## src/rtl/pc_stack_unit.sv

```systemverilog
// Program counter with a circular return-address stack for CALL/RET and a fetch stall.
// Define PC_STACK_ERR_EN to add the sticky overflow/underflow flag (stk_err) and its clear (err_clr).
module pc_stack_unit #(
  parameter int AW    = 16,
  parameter int OW    = 16,
  parameter int DEPTH = 4,
  parameter logic [AW-1:0] RST_VEC = '0
) (
  input  logic                     clk,
  input  logic                     rst_n,
  input  logic                     stall,
  input  logic [2:0]               ps_in,
  input  logic [OW-1:0]            ia_in,
  input  logic [AW-1:0]            ra_in,
`ifdef PC_STACK_ERR_EN
  input  logic                     err_clr,
  output logic                     stk_err,
`endif
  output logic [AW-1:0]            pc_out,
  output logic [$clog2(DEPTH):0]   stk_cnt,
  output logic                     stk_empty,
  output logic                     stk_full
);

  localparam int PW = $clog2(DEPTH);
  localparam int CW = PW + 1;
  localparam logic [CW-1:0] FULL_CNT = CW'(DEPTH);

  typedef enum logic [2:0] {
    OP_NOP  = 3'b000,
    OP_INC  = 3'b001,
    OP_BRA  = 3'b010,
    OP_JMP  = 3'b011,
    OP_CALL = 3'b100,
    OP_RET  = 3'b101,
    OP_RSV6 = 3'b110,
    OP_RSV7 = 3'b111
  } op_e;

  logic [AW-1:0] r_pc;
  logic [PW-1:0] r_wp;
  logic [CW-1:0] r_cnt;
  logic          r_empty;
  logic          r_full;
  logic [AW-1:0] r_stack [DEPTH];

  op_e           w_op;
  logic [AW-1:0] w_sext;
  logic [AW-1:0] w_pc_inc;
  logic [AW-1:0] w_top;
  logic          w_push;
  logic          w_pop;
  logic [AW-1:0] w_pc_next;
  logic [CW-1:0] w_cnt_next;
  logic [PW-1:0] w_wp_next;

  generate
    if (OW < AW) begin : g_sext
      assign w_sext = {{(AW-OW){ia_in[OW-1]}}, ia_in};
    end else begin : g_nosext
      assign w_sext = ia_in[AW-1:0];
    end
  endgenerate

  assign w_op     = op_e'(ps_in);
  assign w_pc_inc = r_pc + AW'(1);
  assign w_top    = r_stack[r_wp - PW'(1)];
  assign w_push   = !stall && (w_op == OP_CALL);
  // A RET on an empty stack degrades to INC and must not move the pointer.
  assign w_pop    = !stall && (w_op == OP_RET) && !r_empty;

  always_comb begin
    w_pc_next = r_pc;
    if (!stall) begin
      case (w_op)
        OP_INC:  w_pc_next = w_pc_inc;
        OP_BRA:  w_pc_next = r_pc + w_sext;
        OP_JMP:  w_pc_next = ra_in;
        OP_CALL: w_pc_next = ra_in;
        OP_RET:  w_pc_next = r_empty ? w_pc_inc : w_top;
        default: w_pc_next = r_pc;
      endcase
    end
  end

  always_comb begin
    w_cnt_next = r_cnt;
    w_wp_next  = r_wp;
    if (w_push) begin
      w_wp_next = r_wp + PW'(1);
      if (!r_full) w_cnt_next = r_cnt + CW'(1);
    end else if (w_pop) begin
      w_wp_next  = r_wp - PW'(1);
      w_cnt_next = r_cnt - CW'(1);
    end
  end

  always_ff @(posedge clk or negedge rst_n) begin
    if (!rst_n) begin
      r_pc    <= RST_VEC;
      r_wp    <= '0;
      r_cnt   <= '0;
      r_empty <= 1'b1;
      r_full  <= 1'b0;
    end else begin
      r_pc    <= w_pc_next;
      r_wp    <= w_wp_next;
      r_cnt   <= w_cnt_next;
      r_empty <= (w_cnt_next == '0);
      r_full  <= (w_cnt_next == FULL_CNT);
    end
  end

  // Stack contents need no reset; validity is tracked by the counter.
  always_ff @(posedge clk) begin
    if (w_push) r_stack[r_wp] <= w_pc_inc;
  end

`ifdef PC_STACK_ERR_EN
  logic r_err;
  logic w_err_set;

  assign w_err_set = !stall && (((w_op == OP_CALL) && r_full) || ((w_op == OP_RET) && r_empty));

  always_ff @(posedge clk or negedge rst_n) begin
    if (!rst_n)         r_err <= 1'b0;
    else if (w_err_set) r_err <= 1'b1;
    else if (err_clr)   r_err <= 1'b0;
  end

  assign stk_err = r_err;
`endif

  assign pc_out    = r_pc;
  assign stk_cnt   = r_cnt;
  assign stk_empty = r_empty;
  assign stk_full  = r_full;

endmodule

```

## config.mk

```make
export PLATFORM = sky130hd
export DESIGN_NAME = pc_stack_unit
export DESIGN_NICKNAME = d
export VERILOG_FILES = /design/src/rtl/pc_stack_unit.sv
export SDC_FILE = /design/constraint.sdc
export NUM_CORES = 1
export LEC_CHECK = 0
export ABC_CLOCK_PERIOD_IN_PS = 2900
export CAP_MARGIN = 20
export CORE_MARGIN = 2
export CORE_UTILIZATION = 50
export CTS_CLUSTER_SIZE = 40
export DETAILED_ROUTE_END_ITERATION = 8
export GPL_TIMING_DRIVEN = 0
export PLACE_DENSITY = 0.83
export SYNTH_ARGS = -nofsm -noshare
export SYNTH_HDL_FRONTEND = slang
export SYNTH_SLANG_ARGS = --single-unit
export TNS_END_PERCENT = 1
```

## constraint.sdc

```tcl
create_clock -name clk -period 2.9 [get_ports clk]
set_clock_uncertainty 0.1 [all_clocks]
set_input_delay 0.58 -clock clk [delete_from_list [all_inputs] [get_ports clk]]
set_output_delay 0.58 -clock clk [all_outputs]
set_load 0.02 [all_outputs]
```

# == Yosys cells after proc, flatten, opt, wreduce, memory -nomap -nowiden ==
# Memories as Yosys holds them, arrays and structs flattened.
# Cells that the tools add are included.
# W data, S select, Z words.
# word_totals
reg_bits,23
ram_bits,64
input_bits,38
output_inout_bits,21
elab_cells,38
mem_count,1
# classes
addsub,6
eq_ne,6
mux,9
bitwise_logic,1
reduce_logical,10
# mem_list
name,words,word_bits,read_ports,rd_clocked_by_memory_dff,wr,line_no,source
r_stack,4,16,1,0,1,45,logic [AW-1:0] r_stack [DEPTH];
# op_table
operator,count
$pmux W16 S4,1
$add A16 B1 Y16 const B,1
$add A16 B16 Y16,1
$mux W16,1
$eq A3 B3 Y1 const B,3
$mux W3,3
$eq A3 B2 Y1 const B,2
$mux W2,2
$reduce_bool A4 Y1,1
$add A3 B1 Y3 const B,1
$eq A3 B1 Y1 const B,1
$logic_and A1 B1 Y1,3
$logic_not A3 Y1,1
$sub A3 B1 Y3 const B,1
$add A2 B1 Y2 const B,1
$logic_not A1 Y1,2
$mux W1,2
$reduce_and A2 Y1,1
$reduce_bool A2 Y1,1
$reduce_or A2 Y1,1
$sub A2 B1 Y2 const B,1
$not A1 Y1,1

# == Longest topological paths before layout ==
# depth
word_depth,6
depth_mapped,11
ltp_nobuf,9

# == Worst setup path before layout ==
# No wires, ideal clock.
# synth_path
path_type,flip-flop to flip-flop
startpoint,reg r_wp[0]
endpoint,reg r_pc[14] (netlist: pc_out[14])
setup_time_ns,0.130
arrival_ns,2.567
required_ns,2.670
path_slack_ns,0.103
path_stages_with_launch,12
path_buffers,4
synth_period_minus_slack_ns,2.797
cell_sequence,dfrtp_1 > buf_6 > buf_2 > inv_1 > ha_1 > clkbuf_2 > clkbuf_1 > mux4_2 > a221oi_1 > nand3b_1 > o211ai_1 > nand3_1
# synth_between
elab_chain_len,4
# synth_rtl
element,line_no,source
"start, declared",41,logic [PW-1:0] r_wp;
"start signal, assigned",107,r_wp <= w_wp_next;
$sub A2 B1 Y2,67,assign w_top = r_stack[r_wp - PW'(1)];
$mem_v2 Z4 W16,-,
$mux W16,80,OP_RET: w_pc_next = r_empty ? w_pc_inc : w_top;
$pmux W16 S4,75,case (w_op)
"end signal, assigned",106,r_pc <= w_pc_next;
"end, declared",40,logic [AW-1:0] r_pc;
# No other way between the ends.
# A chain may end at the register's enable or synchronous reset.

# == Worst setup path after layout ==
# layout_path
startpoint,in ps_in[0]
endpoint,reg r_pc[12] (netlist: pc_out[12])
# layout_between
elab_chain_len,4
word_cells_on_any_way,9
classes_between,5 x eq/ne; 1 x mux; 3 x reduce/logical
# layout_rtl
element,line_no,source
"start, declared",12,"input logic [2:0] ps_in,"
$eq A3 B3 Y1 or $eq A3 B2 Y1 (tied branches),75,
$reduce_or A2 Y1 (no line),-,
$reduce_bool A4 Y1 (no line),-,
$reduce_and A2 Y1 (no line),-,
# Parallel ways exist; a longest one is shown, timed or not.

==> impl_metrics.ini <==
[critical_path]
timing.reg2reg.worst_path_depth = 11
slack_of_the_worst_reg_to_reg_path_ps = 120
cp.required_ps = 3080
setup.worst_path.end_class = register
reg2reg_end = pc_out[13]
path_class = in2reg
start_kind = input pin
worst-path-max-fanout = 10
rr_startpoint = r_wp[0]
cp.arrival_ps = 3090

[detailed_routing]
routed_wire_length_per_instance_um = 21.06
via_per_inst = 6.480
antenna_violating_nets_post_route = 0
route.vias.total = 4633
detail_route.wirelength_mm = 15.06
detail_route.drc_violations = 0
drtIter0Drc = 404
firstDrtPassIters = 5

[clock_network]
clockBufferDepth = 2
cts-htree-levels = 3
cts_inserted_buffers = 9
clk_pin_slew_worst_paths_ps = 100
clk-insertion-delay-late_ps = 360
cts_tree = yes
holdBufCountCts = 0
root_cell_of_the_clock_tree = sky130_fd_sc_hd__clkbuf_8
clock_sink_count = 87

[yosys]
synth-async-reset-ratio_pct = 26.44
mappedNetlistNets = 560
synth_compound_gate_area_share_pct = 18.37
yosys.cell_types.count = 67
area_of_the_mapped_netlist_um2 = 5408
instance_count_of_the_mapped_netlist = 499
netlist.top_cell.by_area = sky130_fd_sc_hd__edfxtp_1
synth_top_cells_by_area = sky130_fd_sc_hd__edfxtp_1, sky130_fd_sc_hd__dfrtp_1, sky130_fd_sc_hd__mux4_2
synth_edf_count = 64
post-synth-top-area-fraction_pct = 35.54
muxShareOfSynthArea_pct = 8.214
yosys.cell_count.top_type = sky130_fd_sc_hd__edfxtp_1
yosys.area_share.adder_pct = 5.460
avgSynthCellArea_um2 = 10.84
netlist_top_cells_count = sky130_fd_sc_hd__edfxtp_1, sky130_fd_sc_hd__a21oi_1, sky130_fd_sc_hd__nor2_1, sky130_fd_sc_hd__nand2_1, sky130_fd_sc_hd__o21ai_0
synthXorXnorAreaFrac_pct = 3.239
synth-main-ff-cell = sky130_fd_sc_hd__edfxtp_1
synth-warning-count = 0
yosys_register_bits = 87
synth-simple-area-share_pct = 15.13
largest_family_of_logic_cells_by_synthesized_area = compound AO/OA/AOI/OAI gates
synth-seq-area-share_pct = 46.21

[power_and_ir_drop]
static-leakage-power_uw = 0.002343
design_power_total_uw = 5141
ir_drop_v = 0.0004807
power.density_nw_per_um2 = 789.7

[floorplanning]
die_h_um = 108.0
die-area_um2 = 11660
chipWidth_um = 108.0
initial_core_util_pct = 51.92
design.core.area_um2 = 10420
placement_rows = 37
io-pin-count = 59

[global_route]
wire_length_of_the_first_global_routing_pass_mm = 23.83
number_of_global_route_vias_before_repair = 4519
initial_antenna_violation_count = 0
grt_max_degree = 18
grt_usage_pct = 26.89
globalRoute.totalOverflow = 0

[timing]
fin_worst_hold_slack_ps = 440.6
slew_viol_final = 0
max_clock_freq_ghz = 0.3436
final_critical_path_setup_slack_ps = -10.78
worst_slew_pin_slew_ps = 720.7
final_hold_viol_count = 0
relSlewSlack_pct = 51.83
finalSetupViolations = 1
finalCriticalPeriod_ps = 2911
final_min_period_over_clock_period_pct = 100.4
setup_repair_after_global_routing_missed_its_margin = true
setup_tns_ps = -10.78

[layout]
layout.area.seq_um2 = 2500
num-nets-final = 635
layout-drive-gt1-share_pct = 13.82
multi_input_area_um2 = 2750
postLayoutCellArea_um2 = 6510
antenna_cells = 0
areaGrowthSynthToFinish_pct = 20.38
filler_cell_count = 858
finalCoreUtilization_pct = 62.50

[run_status]
status = complete, but fails checks
failed_checks = setup timing

[place]
portBuffers = 57
hpwlAfterDp_mm = 11.03
place_congestion = 0.9194
placement.cell_area_um2 = 6176

[run]
drv.max_cap_violation_count = 0

[hold_path]
worst_hold_path_type = in2async
stage by stage:
step                std cells  setup WS (ps)
finish                    715         -10.78
global route              715         -48.31
CTS                       709          8.918
detailed placement        693         -768.2
global placement          692         -676.1
floorplan                 499          102.7
worst max path at each step:
stage	start	endpoint	slack [ps]	cells after the start
after floorplan	r_wp[0]	pc_out[14]	100	11
after global placement	ps_in[0]	r_stack[3][1]	-680	6
after detailed placement	ps_in[0]	r_stack[2][1]	-770	6
after CTS	r_wp[0]	pc_out[14]	9	11
after global routing	ps_in[2]	pc_out[12]	-50	8
final	ps_in[0]	pc_out[12]	-10	8
critical path, stage by stage:
cell and delay, ps:
sky130_fd_sc_hd__clkdlybuf4s50_1 490, sky130_fd_sc_hd__clkbuf_1 460, sky130_fd_sc_hd__nand3b_1 510, sky130_fd_sc_hd__nor2_1 480
sky130_fd_sc_hd__a221oi_1 220, sky130_fd_sc_hd__nand2_1 120, sky130_fd_sc_hd__a211oi_1 50, sky130_fd_sc_hd__nor3_1 170
cell type report:
class / instances / area share [%]
multi-input combinational: 368 / 42.24
buffer: 26 / 2.306
clock buffer: 9 / 1.903
inverter: 18 / 1.096
tap: 136 / 2.614
clock inverter: 7 / 1.557
sequential: 87 / 38.40
timing repair buffer: 64 / 9.879
routing by layer:
metal  vias up  GRT usage [%]  part of all wire [%]
li1       2075              -                     -
met4         0          4.945                   1.0
met1      2270          37.73                    42
met5         -              0                     0
met2       262          44.61                    49
met3        26          4.702                   8.4
registers in the layout, summed over array words and instances, names as in the netlist:
signal / flops
stk_cnt: 3
r_stack: 64
stk_empty: 1
stk_full: 1
pc_out: 16
r_wp: 2
power by group:
part	total, uW	switching (uW)	leakage (uW)	internal, uW
logic	2410	1310	0.00139	1110
registers	1750	191	0.000844	1560
clock network	975	478	0.000114	497
cells in the final DEF (no fill, tap or decap), drive strengths merged, types with 10 or more instances in the layout:
cell type / Yosys / final
edfxtp: 64 / 64
clkdlybuf4s50: 0 / 57
a21oi: 48 / 48
nor2: 37 / 37
nand2: 31 / 31
clkbuf: 17 / 27
o21ai: 25 / 25
ha: 22 / 22
dfrtp: 22 / 22
inv: 18 / 20
mux4: 16 / 16
nand3: 16 / 16
buf: 9 / 15
xnor2: 14 / 14
a21o: 10 / 10
nor3: 10 / 10
what timing repair did:
item	4_1_cts	5_1_grt
setup endpoints to repair	76	74
resized for setup	13	12
buffers inserted	0	6
pin swaps	2	3
logic make-up (layout without fill, tap and decap cells):
kind of cell | Yosys count | after routing
AND/OR/NAND/NOR | 152 | 152
adder cells (fa/ha/maj) | 23 | 23
flip-flops | 87 | 87
XOR/XNOR | 20 | 20
buffers and inverters | 44 | 124
AO/OA/AOI/OAI | 149 | 149
multiplexers | 24 | 24
Power figures use the tool's default switching activity.
